File: config.mk
export PLATFORM = sky130hd
export DESIGN_NAME = jtag_bsr_tap_ctrl
export DESIGN_NICKNAME = d
export VERILOG_FILES = /design/src/rtl/jtag_bsr_tap_ctrl.sv
export SDC_FILE = /design/constraint.sdc
export NUM_CORES = 1
export LEC_CHECK = 0
export CAP_MARGIN = 20
export CORE_MARGIN = 1.5
export CORE_UTILIZATION = 45
export CTS_CLUSTER_DIAMETER = 30
export DETAILED_ROUTE_END_ITERATION = 10
export GPL_ROUTABILITY_DRIVEN = 0
export PLACE_DENSITY = 0.64
export SKIP_LAST_GASP = 1
export SYNTH_ARGS = -nofsm -noshare
export SYNTH_HDL_FRONTEND = slang
export SYNTH_SLANG_ARGS = --single-unit
File: constraint.sdc
create_clock -name tck -period 4.9 [get_ports tck]
set_clock_uncertainty 0.05 [all_clocks]
set_input_delay 0.98 -clock tck [delete_from_list [all_inputs] [get_ports tck]]
set_output_delay 0.98 -clock tck [all_outputs]
set_load 0.02 [all_outputs]
File: src/rtl/jtag_bsr_tap_ctrl.sv
// rtl/jtag_bsr_tap_ctrl.sv - IEEE 1149.1-style TAP controller sequencing a BC_2 boundary chain
// Owns the instruction, bypass and IDCODE registers; boundary cells are clocked directly by tck.
module jtag_bsr_tap_ctrl #(
  parameter int unsigned IR_WIDTH     = 4,
  parameter logic [31:0] IDCODE_VALUE = 32'h1000_0001,
  parameter int unsigned OPC_EXTEST   = 0,
  parameter int unsigned OPC_SAMPLE   = 1,
  parameter int unsigned OPC_IDCODE   = 2
) (
  input  logic                tck,
  input  logic                trst_n,
  input  logic                tms,
  input  logic                tdi,
  output logic                tdo,
  output logic                tdo_en,
  input  logic                bsr_so,
  output logic                bsr_si,
  output logic                bsr_capture_en,
  output logic                bsr_update_en,
  output logic                bsr_shift_dr,
  output logic                bsr_mode,
  output logic [IR_WIDTH-1:0] ir_out,
  output logic [3:0]          tap_state
);

  typedef enum logic [3:0] {
    TLR      = 4'hF, RTI      = 4'hC,
    SEL_DR   = 4'h7, CAP_DR   = 4'h6, SH_DR    = 4'h2, EX1_DR   = 4'h1,
    PAUSE_DR = 4'h3, EX2_DR   = 4'h0, UPD_DR   = 4'h5,
    SEL_IR   = 4'h4, CAP_IR   = 4'hE, SH_IR    = 4'hA, EX1_IR   = 4'h9,
    PAUSE_IR = 4'hB, EX2_IR   = 4'h8, UPD_IR   = 4'hD
  } tap_state_t;

  localparam logic [IR_WIDTH-1:0] OPC_EXT  = IR_WIDTH'(OPC_EXTEST);
  localparam logic [IR_WIDTH-1:0] OPC_SMP  = IR_WIDTH'(OPC_SAMPLE);
  localparam logic [IR_WIDTH-1:0] OPC_ID   = IR_WIDTH'(OPC_IDCODE);
  localparam logic [IR_WIDTH-1:0] IR_CAPT  = IR_WIDTH'(1);

  tap_state_t           state, state_nxt;
  logic [IR_WIDTH-1:0]  ir_sr;
  logic                 bypass;
  logic [31:0]          idcode_sr;
  logic                 sel_bsr, sel_id;

  always_ff @(posedge tck or negedge trst_n) begin
    if (!trst_n) state <= TLR;
    else         state <= state_nxt;
  end

  assign sel_bsr = (ir_out == OPC_EXT) || (ir_out == OPC_SMP);
  assign sel_id  = (ir_out == OPC_ID);

  always_comb begin
    state_nxt      = state;
    tdo            = 1'b0;
    tdo_en         = 1'b0;
    bsr_capture_en = 1'b1;
    bsr_update_en  = 1'b0;
    bsr_shift_dr   = 1'b0;
    case (state)
      TLR:      state_nxt = tms ? TLR      : RTI;
      RTI:      state_nxt = tms ? SEL_DR   : RTI;
      SEL_DR:   state_nxt = tms ? SEL_IR   : CAP_DR;
      CAP_DR:   state_nxt = tms ? EX1_DR   : SH_DR;
      SH_DR:    state_nxt = tms ? EX1_DR   : SH_DR;
      EX1_DR:   state_nxt = tms ? UPD_DR   : PAUSE_DR;
      PAUSE_DR: state_nxt = tms ? EX2_DR   : PAUSE_DR;
      EX2_DR:   state_nxt = tms ? UPD_DR   : SH_DR;
      UPD_DR:   state_nxt = tms ? SEL_DR   : RTI;
      SEL_IR:   state_nxt = tms ? TLR      : CAP_IR;
      CAP_IR:   state_nxt = tms ? EX1_IR   : SH_IR;
      SH_IR:    state_nxt = tms ? EX1_IR   : SH_IR;
      EX1_IR:   state_nxt = tms ? UPD_IR   : PAUSE_IR;
      PAUSE_IR: state_nxt = tms ? EX2_IR   : PAUSE_IR;
      EX2_IR:   state_nxt = tms ? UPD_IR   : SH_IR;
      UPD_IR:   state_nxt = tms ? SEL_DR   : RTI;
      default:  state_nxt = TLR;
    endcase
    if (state == SH_IR) begin
      tdo    = ir_sr[0];
      tdo_en = 1'b1;
    end else if (state == SH_DR) begin
      tdo_en       = 1'b1;
      bsr_shift_dr = 1'b1;
      tdo          = sel_bsr ? bsr_so : (sel_id ? idcode_sr[0] : bypass);
    end
    if (sel_bsr && (state == CAP_DR || state == SH_DR)) bsr_capture_en = 1'b0;
    if (sel_bsr && state == UPD_DR)                     bsr_update_en  = 1'b1;
  end

  // Instruction and data registers; only the selected DR captures or shifts.
  always_ff @(posedge tck or negedge trst_n) begin
    if (!trst_n) begin
      ir_out    <= OPC_ID;
      ir_sr     <= '0;
      bypass    <= 1'b0;
      idcode_sr <= IDCODE_VALUE;
    end else begin
      case (state)
        TLR:    if (tms) ir_out <= OPC_ID;
        CAP_IR: ir_sr  <= IR_CAPT;
        SH_IR:  ir_sr  <= {tdi, ir_sr[IR_WIDTH-1:1]};
        UPD_IR: ir_out <= ir_sr;
        CAP_DR: begin
          if (sel_id)                bypass    <= bypass;
          if (sel_id)                idcode_sr <= IDCODE_VALUE;
          else if (!sel_bsr)         bypass    <= 1'b0;
        end
        SH_DR: begin
          if (sel_id)                idcode_sr <= {tdi, idcode_sr[31:1]};
          else if (!sel_bsr)         bypass    <= tdi;
        end
        default: ;
      endcase
    end
  end

  assign bsr_mode  = (ir_out == OPC_EXT);
  assign bsr_si    = tdi;
  assign tap_state = state;

endmodule

==> summary.txt, run 1 <==
Timing
  • Setup total negative slack: 0 ns
  • Fmax: 271 MHz
  • Final setup viols: 0
  • Final hold vios: 0
  • Final period util: 75.3%
  • Setup ws final: 1.21 ns
  • Worst-Margin Slew: 0.793 ns
  • Relative slew slack: 47.0%
  • Max-slew violation count: 0
  • RSZ-0062 raised after global routing: false
  • Crit path time final: 3.69 ns

Hold path
  • Hold Path Depth: 2
  • Hold crit path type: reg -> reg

Logic synthesis
  • YS warnings: 0
  • Synthesized Nets: 186
  • Mapped Avg Cell Area: 12.4 sq um
  • Synth Instances: 181
  • Post-synth EDFFs: 0
  • Synthesized cell area: 0.00225 sq mm
  • Netlist cell types: 32
  • #FFs+latches synth: 45
  • Seq/Total Area, Yosys: 50.5%
  • Prevailing post-synth register cell: dfrtp_1
  • Async set-or-reset flop fraction in the synthesized netlist: 100%

Setup path
  • Critical path type: in -> out
  • CP arrival: 2.66 ns
  • Crit path required time: 3.87 ns
  • Crit path max fanout: 1
  • CP startpoint kind: input pin
  • R2R depth: 3
  • Critical Path Sink Type: output pin

Die
  • # IOs: 20
  • Die footprint: 0.00543 sq mm
  • Core Region: 0.00475 sq mm
  • DIE HEIGHT: 73.7 um
  • Die width: 73.7 um
  • Row cnt: 25
  • Initial Utilization: 47.3%

Finish
  • Area Overhead vs Synth: 13.1%
  • N_diodes: 0
  • Fin util: 53.5%
  • Layout cells sized above 1: 26.4%
  • NumNets Final: 201
  • Most frequent cells in the layout: dfrtp_1 (38), nor2b_1 (31), mux2_4 (28), clkdlybuf4s50_1 (18), nand2_1 (11)
  • Most common cell after layout, fill and taps aside: dfrtp_1

Clock network
  • Clock Sink Count: 45
  • Clock buffer depth: 2
  • Clock-pin slew on the worst setup and hold paths: 0.08 ns
  • Worst-Skew Late Latency: 0.29 ns
  • CTS-repair resized insts: 0
  • CTS tree: yes
  • Num CTS Buffers: 5
  • CTS Hold Bufs: 0
  • Post-CTS setup buffers: 0
  • H-tree depth: 2
  • CTS Root Buffer Type: clkbuf_8

Detailed routing
  • WL met1: 1750 um
  • Top Metal Used: met4
  • Via density: 4.98
  • DR WL met3: 101 um
  • DRC: 0
  • Starting DRC count in detailed routing: 45
  • Via count of the routed design: 1,316
  • DR pass1 iterations: 4
  • Met2 wire length: 1650 um
  • Post-route ant nets: 0
  • Post-DR wirelength/cell: 13.4 um
  • WL final: 3540 um

Power and ir drop
  • Worst ir drop on vdd: 256 uV
  • PwrDens: 492 mW/mm^2
  • LEAKAGE: 0.00124 uW
  • Total power: 1250 uW

Global route
  • Grt ovf: 0
  • Largest net degree at the start of global routing: 47
  • First-pass GRT wire length: 6240 um
  • Initial antenna violation count: 0
  • Vias in the first global route: 1,353
  • GRT Total Usage: 15.1%

Place
  • Half-perimeter wire length after placement: 2170 um
  • Pre-CTS setup slack: 1.21 ns
  • Number of I/O port buffers: 19

Status
  • Status: finished clean

Job
  • MaxCap Viol Count: 0
==> cells in the mapped netlist (all sizes together), types with 5 or more instances <==
library cell  number  share of area [%]
mux2              32                 21
nand2b             5                1.4
nor2               7                1.2
nor2b             31                8.6
clkbuf             5               0.83
dfrtp             38                 42
dfstp              7                8.2
o21ai              5                1.1
nand2             11                1.8
buf                7                2.8
==> state kept, by name, summed over array words and instances (netlist names) <==
| name | flops |
|---|---|
| tap_state | 4 |
| ir_sr | 4 |
| ir_out | 4 |
| idcode_sr | 32 |
| bypass | 1 |
==> layer usage <==
| metal | vias up | track usage [%] |
|---|---|---|
| li1 | 641 | - |
| met1 | 654 | 20.2 |
| met2 | 17 | 23.4 |
| met3 | 4 | 3.70 |
| met4 | 0 | 6.17 |
| met5 | - | 0 |
==> metrics by stage <==
stage	hold slack, ns	cell area (sq um)	instances
global placement	0.427	2440	255
CTS	0.448	2520	263
global route	0.464	2540	264
detailed placement	0.429	2440	255
finish	0.438	2540	264
floorplan	0.398	2250	181
==> report_power, final <==
group / switching (uW) / total, uW / internal, uW
Clock: 120 / 220 / 100
Combinational: 195 / 416 / 220
Sequential: 145 / 616 / 471
Total: 460 / 1250 / 792
==> final cells by class <==
class,count,area [sq um]
Sequential cell,45,1130
Timing Repair Buffer,20,205
Clock inverter,2,15.0
Tap cell,67,83.8
Clock buffer,6,72.6
Fill cell,422,2210
Multi-Input combinational cell,120,1020
Inverter,4,15.0
==> worst paths after layout <==
path | start | to | slack [ns]
min | idcode_sr[0]$_DFFE_PN1P_ | idcode_sr[0]$_DFFE_PN1P_ | 0.44
max | bsr_so | tdo | 1.21
min reg2reg | idcode_sr[0]$_DFFE_PN1P_ | idcode_sr[0]$_DFFE_PN1P_ | 0.44
min in group asynchronous | trst_n | idcode_sr[9]$_DFFE_PN0P_ | 0.52
max in group asynchronous | trst_n | ir_out[1]$_DFFE_PN1P_ | 3.74
max reg2reg | tap_state[1]$_DFF_PN1_ | idcode_sr[6]$_DFFE_PN0P_ | 2.57
==> cell families after synthesis <==
kind of cell,count (synthesis),synth area share (%)
buffers and inverters,16,4.28
AND/OR/NAND/NOR,67,18.1
AO/OA/AOI/OAI,19,5.57
flip-flops,45,50.5
multiplexers,34,21.6
==> critical path, cell delays in order <==
cell and delay [ns]:
clkdlybuf4s50_1 0.40, or4_1 0.40, o21a_1 0.12, a31o_2 0.22, clkdlybuf4s50_1 0.53
Power figures use the tool's default switching activity.
==> run 2: changes to the inputs <==
- PLACE_DENSITY: 0.64 -> 0.66
- clock period: 4.9 -> 3.3 ns (I/O delays scaled with it)
==> run 2 against run 1 <==
First-iteration DRC count rose by 110%. Die area did not move. Register-to-register slack got worse by 1.6 ns. Final area rose by 2.7%. Critical path depth did not move. Core utilization rose by 1.4 points. Critical path type unchanged. Critical endpoint unchanged.
==> summary.txt, run 2 (synthesis gave the netlist of run 1 again) <==
Status
  • Status: finished clean

Place
  • Number of I/O port buffers: 19 (unchanged)
  • Half-perimeter wire length after placement: 2420 um (+11%)

Timing
  • Final period util: 93.4%
  • Crit path time final: 3.08 ns
  • Final setup viols: 0 (unchanged)
  • Worst-Margin Slew: 0.773 ns (-0.0202 ns)
  • RSZ-0062 raised after global routing: false
  • Setup total negative slack: 0 ns (unchanged)
  • Final hold vios: 0 (unchanged)
  • Relative slew slack: 48.4% (+1.4 points)
  • Fmax: 325 MHz
  • Max-slew violation count: 0 (unchanged)

Clock network
  • CTS Root Buffer Type: clkbuf_8
  • CTS-repair resized insts: 0 (unchanged)
  • Clock Sink Count: 45 (unchanged)
  • Post-CTS setup buffers: 0 (unchanged)
  • Clock buffer depth: 2 (unchanged)
  • Worst-Skew Late Latency: 0.30 ns (about the same)
  • CTS Hold Bufs: 0 (unchanged)
  • CTS tree: yes
  • Num CTS Buffers: 5 (unchanged)
  • H-tree depth: 2 (unchanged)
  • Clock-pin slew on the worst setup and hold paths: 0.08 ns (about the same)

Setup path
  • Slowest cell delay on critical path: 0.53 ns (about the same)
  • Crit-path cells: clkdlybuf4s50_1, or4_1, o21a_1, a31o_2, clkdlybuf4s50_1
  • CP arrival: 2.37 ns (-0.29 ns)
  • Critical Path Sink Type: output pin
  • Most frequent CP cell: clkdlybuf4s50_1
  • CP startpoint kind: input pin
  • Crit path max-delay cell type: clkdlybuf4s50_1
  • R2R depth: 3 (unchanged)
  • Crit path required time: 2.59 ns (-1.28 ns)
  • Critical path type: in -> out
  • Crit path max fanout: 1 (unchanged)

Global route
  • Largest net degree at the start of global routing: 46 (-2.1%)
  • First-pass GRT wire length: 6800 um (+9.0%)
  • Met2 Use GR: 25.9% (+2.5 points)
  • Met3 usage: 4.25% (+0.55 points)
  • GRT Total Usage: 16.4% (+1.3 points)
  • Vias in the first global route: 1,430 (+5.7%)
  • Initial antenna violation count: 0 (unchanged)
  • Met1 Use GR: 21.7% (+1.5 points)
  • GRT busiest layer: met2
  • Grt ovf: 0 (unchanged)

Finish
  • NumNets Final: 203 (+1.0%)
  • Fin util: 54.9% (+1.4 points)
  • Max reg flops: 32 (unchanged)
  • Largest Register: idcode_sr
  • Fillers: 427 (+1.2%)
  • Area Overhead vs Synth: 16.2%
  • Layout cells sized above 1: 27.6% (+1.2 points)
  • Most frequent cells in the layout: dfrtp_1 (38), nor2b_1 (31), mux2_4 (28), clkdlybuf4s50_1 (18), nand2_1 (11)
  • Most common cell after layout, fill and taps aside: dfrtp_1
  • N_diodes: 0 (unchanged)

Die
  • DIE HEIGHT: 73.7 um (unchanged)
  • Initial Utilization: 47.3% (unchanged)
  • Die width: 73.7 um (unchanged)
  • Core Region: 0.00475 sq mm (unchanged)
  • # IOs: 20 (unchanged)
  • Row cnt: 25 (unchanged)
  • Die footprint: 0.00543 sq mm (unchanged)

Detailed routing
  • DR pass1 iterations: 4 (unchanged)
  • DRC: 0 (unchanged)
  • Post-DR wirelength/cell: 14.5 um (+8.0%)
  • Via density: 5.05 (+1.3%)
  • Via count of the routed design: 1,343 (+2.1%)
  • Starting DRC count in detailed routing: 93 (+110%)
  • Post-route ant nets: 0 (unchanged)
  • WL final: 3860 um (+8.8%)

Power and ir drop
  • Worst ir drop on vdd: 355 uV (+38%)
  • LEAKAGE: 0.00128 uW (+3.5%)
  • PwrDens: 780 mW/mm^2 (+59%)

Job
  • MaxCap Viol Count: 0 (unchanged)

Hold path
  • Hold crit path type: in -> async
==> run 2: cell types whose count changed in the layout (fill, tap and decap cells not counted) <==
cell	change
buf_12	-1
buf_16	+1
buf_4	+2
bufinv_16	+2
clkbuf_1	-1
clkinv_2	+1
clkinvlp_4	-2
==> run 2: critical path: cells and delay by family <==
kind	cells	cell delay, ns
compound gates	2	0.34
simple gates	1	0.42
buf+inv	2	0.95
==> run 2: path summary, 6_finish.rpt <==
kind,startpoint,to,slack (ns)
setup / recovery,bsr_so,tdo,0.22
hold / removal,trst_n,idcode_sr[6]$_DFFE_PN0P_,0.30
setup reg to reg,tap_state[1]$_DFF_PN1_,idcode_sr[13]$_DFFE_PN0P_,0.97
hold reg to reg,idcode_sr[0]$_DFFE_PN1P_,idcode_sr[0]$_DFFE_PN1P_,0.44
max in group asynchronous,trst_n,ir_out[1]$_DFFE_PN1P_,2.32
min in group tck,idcode_sr[0]$_DFFE_PN1P_,idcode_sr[0]$_DFFE_PN1P_,0.44
==> run 2: report_power, final <==
| group | total (uW) | leakage [uW] | switching (uW) | internal [uW] |
|---|---|---|---|---|
| combinational | 679 | 0.000615 | 342 | 337 |
| sequential | 869 | 0.000596 | 170 | 699 |
| clock | 490 | 0.0000681 | 189 | 301 |
==> run 2: stage by stage <==
| step | cells | power (uW) | setup WS, ns | area [sq um] | hold WS (ns) |
|---|---|---|---|---|---|
| final | 266 | 2040 | 0.219 | 2610 | 0.296 |
| after detailed placement | 257 | 1560 | 0.228 | 2450 | 0.434 |
| after CTS | 265 | 2050 | 0.220 | 2580 | 0.445 |
| after global placement | 257 | 1530 | 0.291 | 2450 | 0.424 |
| after global routing | 266 | 2160 | 0.163 | 2610 | 0.335 |
| after floorplan | 181 | 1340 | 0.758 | 2250 | 0.314 |
==> run 2: final cells by class <==
class | count | area [sq um] | share of cell area [%]
clock buffers | 5 | 68.8 | 2.63
clock inverters | 3 | 65.1 | 2.49
inverters | 4 | 15.0 | 0.575
multi-input cells | 120 | 1020 | 38.9
flip-flops and latches | 45 | 1130 | 43.4
well taps | 67 | 83.8 | 3.21
repair buffers | 22 | 228 | 8.72
==> run 2: per-layer routing <==
metal,part of all wire [%],vias to the layer above
li1,-,641
met1,49,680
met2,47,14
met3,2.6,8
met4,1.5,0
met5,0,-
==> run 3: changes to the inputs <==
- CAP_MARGIN: 20 -> not set
==> run 3 against run 2 <==
Combinational power shrank 0.6%. Flip-flop and latch count is the same. Die area is the same. Critical path type unchanged.
==> summary.txt, run 3 (synthesis gave the netlist of run 1 again) <==
Detailed routing
  • Via density: 5.08 (+0.60%)
  • Starting DRC count in detailed routing: 89 (-4.3%)
  • Post-route ant nets: 0 (unchanged)
  • WL final: 3800 um (-1.5%)
  • Via count of the routed design: 1,346 (+0.22%)
  • DRC: 0 (unchanged)
  • Post-DR wirelength/cell: 14.3 um (-1.1%)
  • DR pass1 iterations: 4 (unchanged)

Die
  • Initial Utilization: 47.3% (unchanged)
  • Row cnt: 25 (unchanged)
  • Die width: 73.7 um (unchanged)
  • DIE HEIGHT: 73.7 um (unchanged)
  • Core Region: 0.00475 sq mm (unchanged)
  • # IOs: 20 (unchanged)
  • Die footprint: 0.00543 sq mm (unchanged)

Setup path
  • CP Capture Point: tdo
  • Critical Path Start: bsr_so
  • Crit path required time: 2.59 ns (about the same)
  • CP startpoint kind: input pin
  • Worst path bufs/invs: 2 (unchanged)
  • R2R depth: 3 (unchanged)
  • Worst reg2reg path startpoint: tap_state[1]$_DFF_PN1_
  • FF-to-FF End: idcode_sr[13]$_DFFE_PN0P_
  • Most frequent CP cell: clkdlybuf4s50_1
  • CP arrival: 2.37 ns (about the same)
  • Slowest cell delay on critical path: 0.53 ns (about the same)
  • Crit path max fanout: 1 (unchanged)
  • Critical path type: in -> out
  • Crit path max-delay cell type: clkdlybuf4s50_1
  • R2R Setup Slk: 0.98 ns (about the same)
  • Instance count on the critical path: 5 (unchanged)
  • Top delay family on crit path: buffers and inverters
  • Critical Path Sink Type: output pin
  • Crit-path cells: clkdlybuf4s50_1, or4_1, o21a_1, a31o_2, clkdlybuf4s50_1

Finish
  • Largest Register: idcode_sr
  • Fillers: 431 (+0.94%)
  • Finished Cell Area: 0.00258 sq mm (-1.1%)
  • Layout cells sized above 1: 27.3% (-0.37 points)
  • Most frequent cells in the layout: dfrtp_1 (38), nor2b_1 (31), mux2_4 (28), clkdlybuf4s50_1 (18), nand2_1 (11)
  • Most common cell after layout, fill and taps aside: dfrtp_1
  • N_diodes: 0 (unchanged)
  • NumNets Final: 202 (-0.49%)
  • Area Overhead vs Synth: 15.0%
  • Max reg flops: 32 (unchanged)

Clock network
  • CTS-repair resized insts: 0 (unchanged)
  • Num CTS Buffers: 5 (unchanged)
  • H-tree depth: 2 (unchanged)
  • CTS Root Buffer Type: clkbuf_8
  • CTS Hold Bufs: 0 (unchanged)
  • CTS tree: yes
  • Post-CTS setup buffers: 0 (unchanged)
  • Clock Sink Count: 45 (unchanged)
  • Worst-Skew Late Latency: 0.30 ns (about the same)
  • Clock buffer depth: 2 (unchanged)
  • Clock-pin slew on the worst setup and hold paths: 0.08 ns (about the same)

Power and ir drop
  • P_sw: 700 uW (-0.17%)
  • LEAKAGE: 0.00127 uW (-0.99%)
  • Clk pwr share: 24.1% (about the same)
  • Pint: 1330 uW (-0.25%)
  • Sequential share of power: 42.7% (about the same)
  • Comb pwr share: 33.2% (about the same)
  • Sw frac: 34.4% (about the same)
  • Worst ir drop on vdd: 355 uV (about the same)
  • PwrDens: 787 mW/mm^2 (+0.84%)

Timing
  • Crit path time final: 3.08 ns (+0.000401 ns)
  • Relative slew slack: 34.1% (-14 points)
  • RSZ-0062 raised after global routing: false
  • Worst-Margin Slew: 0.989 ns (+0.216 ns)
  • Final setup viols: 0 (unchanged)
  • Final period util: 93.4% (about the same)
  • Final hold vios: 0 (unchanged)
  • Setup total negative slack: 0 ns (unchanged)
  • Fmax: 325 MHz (about the same)
  • Max-slew violation count: 0 (unchanged)

Hold path
  • Hold crit path type: reg -> reg

Global route
  • Largest net degree at the start of global routing: 46 (unchanged)
  • Vias in the first global route: 1,430 (unchanged)
  • Initial antenna violation count: 0 (unchanged)
  • First-pass GRT wire length: 6800 um (unchanged)
  • GRT Total Usage: 16.4% (unchanged)
  • Grt ovf: 0 (unchanged)

Status
  • Status: finished clean

Place
  • Placed inst area: 0.00245 sq mm (unchanged)
  • Half-perimeter wire length after placement: 2420 um (unchanged)
  • Number of I/O port buffers: 19 (unchanged)

Job
  • MaxCap Viol Count: 0 (unchanged)
## run 3: per-layer routing
metal  share of wire [%]  track usage (%)  vias to the layer above
met1                  48             21.7                      684
li1                    -                -                      640
met5                   0                0                        -
met3                 2.7             4.25                        8
met4                 1.6             5.97                        0
met2                  48             25.9                       14
## run 3: final cells by class
cell class                      instances  area [sq um]  share of cell area (%)
Inverter                                4          15.0                   0.581
Tap cell                               67          83.8                    3.24
Clock inverter                          3          65.1                    2.52
Timing Repair Buffer                   21           200                    7.74
Clock buffer                            5          68.8                    2.66
Multi-Input combinational cell        120          1020                    39.4
Sequential cell                        45          1130                    43.9
## run 3: worst min path at each step
| stage | cells after the start | to | start | slack (ns) |
|---|---|---|---|---|
| 3_5_place_dp | 2 | idcode_sr[0]$_DFFE_PN1P_ | idcode_sr[0]$_DFFE_PN1P_ | 0.43 |
| 2_1_floorplan | 0 | bypass$_DFFE_PN0P_ | trst_n | 0.31 |
| 3_3_place_gp | 2 | idcode_sr[0]$_DFFE_PN1P_ | idcode_sr[0]$_DFFE_PN1P_ | 0.42 |
| 4_1_cts | 2 | idcode_sr[0]$_DFFE_PN1P_ | idcode_sr[0]$_DFFE_PN1P_ | 0.44 |
| 6_report | 2 | idcode_sr[0]$_DFFE_PN1P_ | idcode_sr[0]$_DFFE_PN1P_ | 0.44 |
| 5_1_grt | 2 | idcode_sr[0]$_DFFE_PN1P_ | idcode_sr[0]$_DFFE_PN1P_ | 0.46 |
## run 3: power by group through the flow
| stage | clock network (uW) | logic [uW] | registers, uW |
|---|---|---|---|
| finish | 490 | 675 | 868 |
| global route | 518 | 744 | 894 |
| CTS | 500 | 682 | 870 |
| detailed placement | 0 | 679 | 878 |
| global placement | 0 | 661 | 867 |
| floorplan | 0 | 502 | 835 |
## run 3: worst reg2reg max path, delay by kind of cell (launching register included)
family           cells  cell delay [ns]
multiplexers         1             0.55
AND/OR/NAND/NOR      2             0.95
flip-flops           1             0.65
## run 3: through the flow
stage | setup slack, ns | utilization (%) | hold WS (ns) | power [uW] | std cells
after CTS | 0.220 | 54.4 | 0.445 | 2050 | 265
after detailed placement | 0.228 | 51.6 | 0.434 | 1560 | 257
after global placement | 0.291 | 51.6 | 0.424 | 1530 | 257
after global routing | 0.163 | 54.4 | 0.455 | 2160 | 265
final | 0.219 | 54.4 | 0.441 | 2030 | 265
after floorplan | 0.758 | - | 0.314 | 1340 | 181
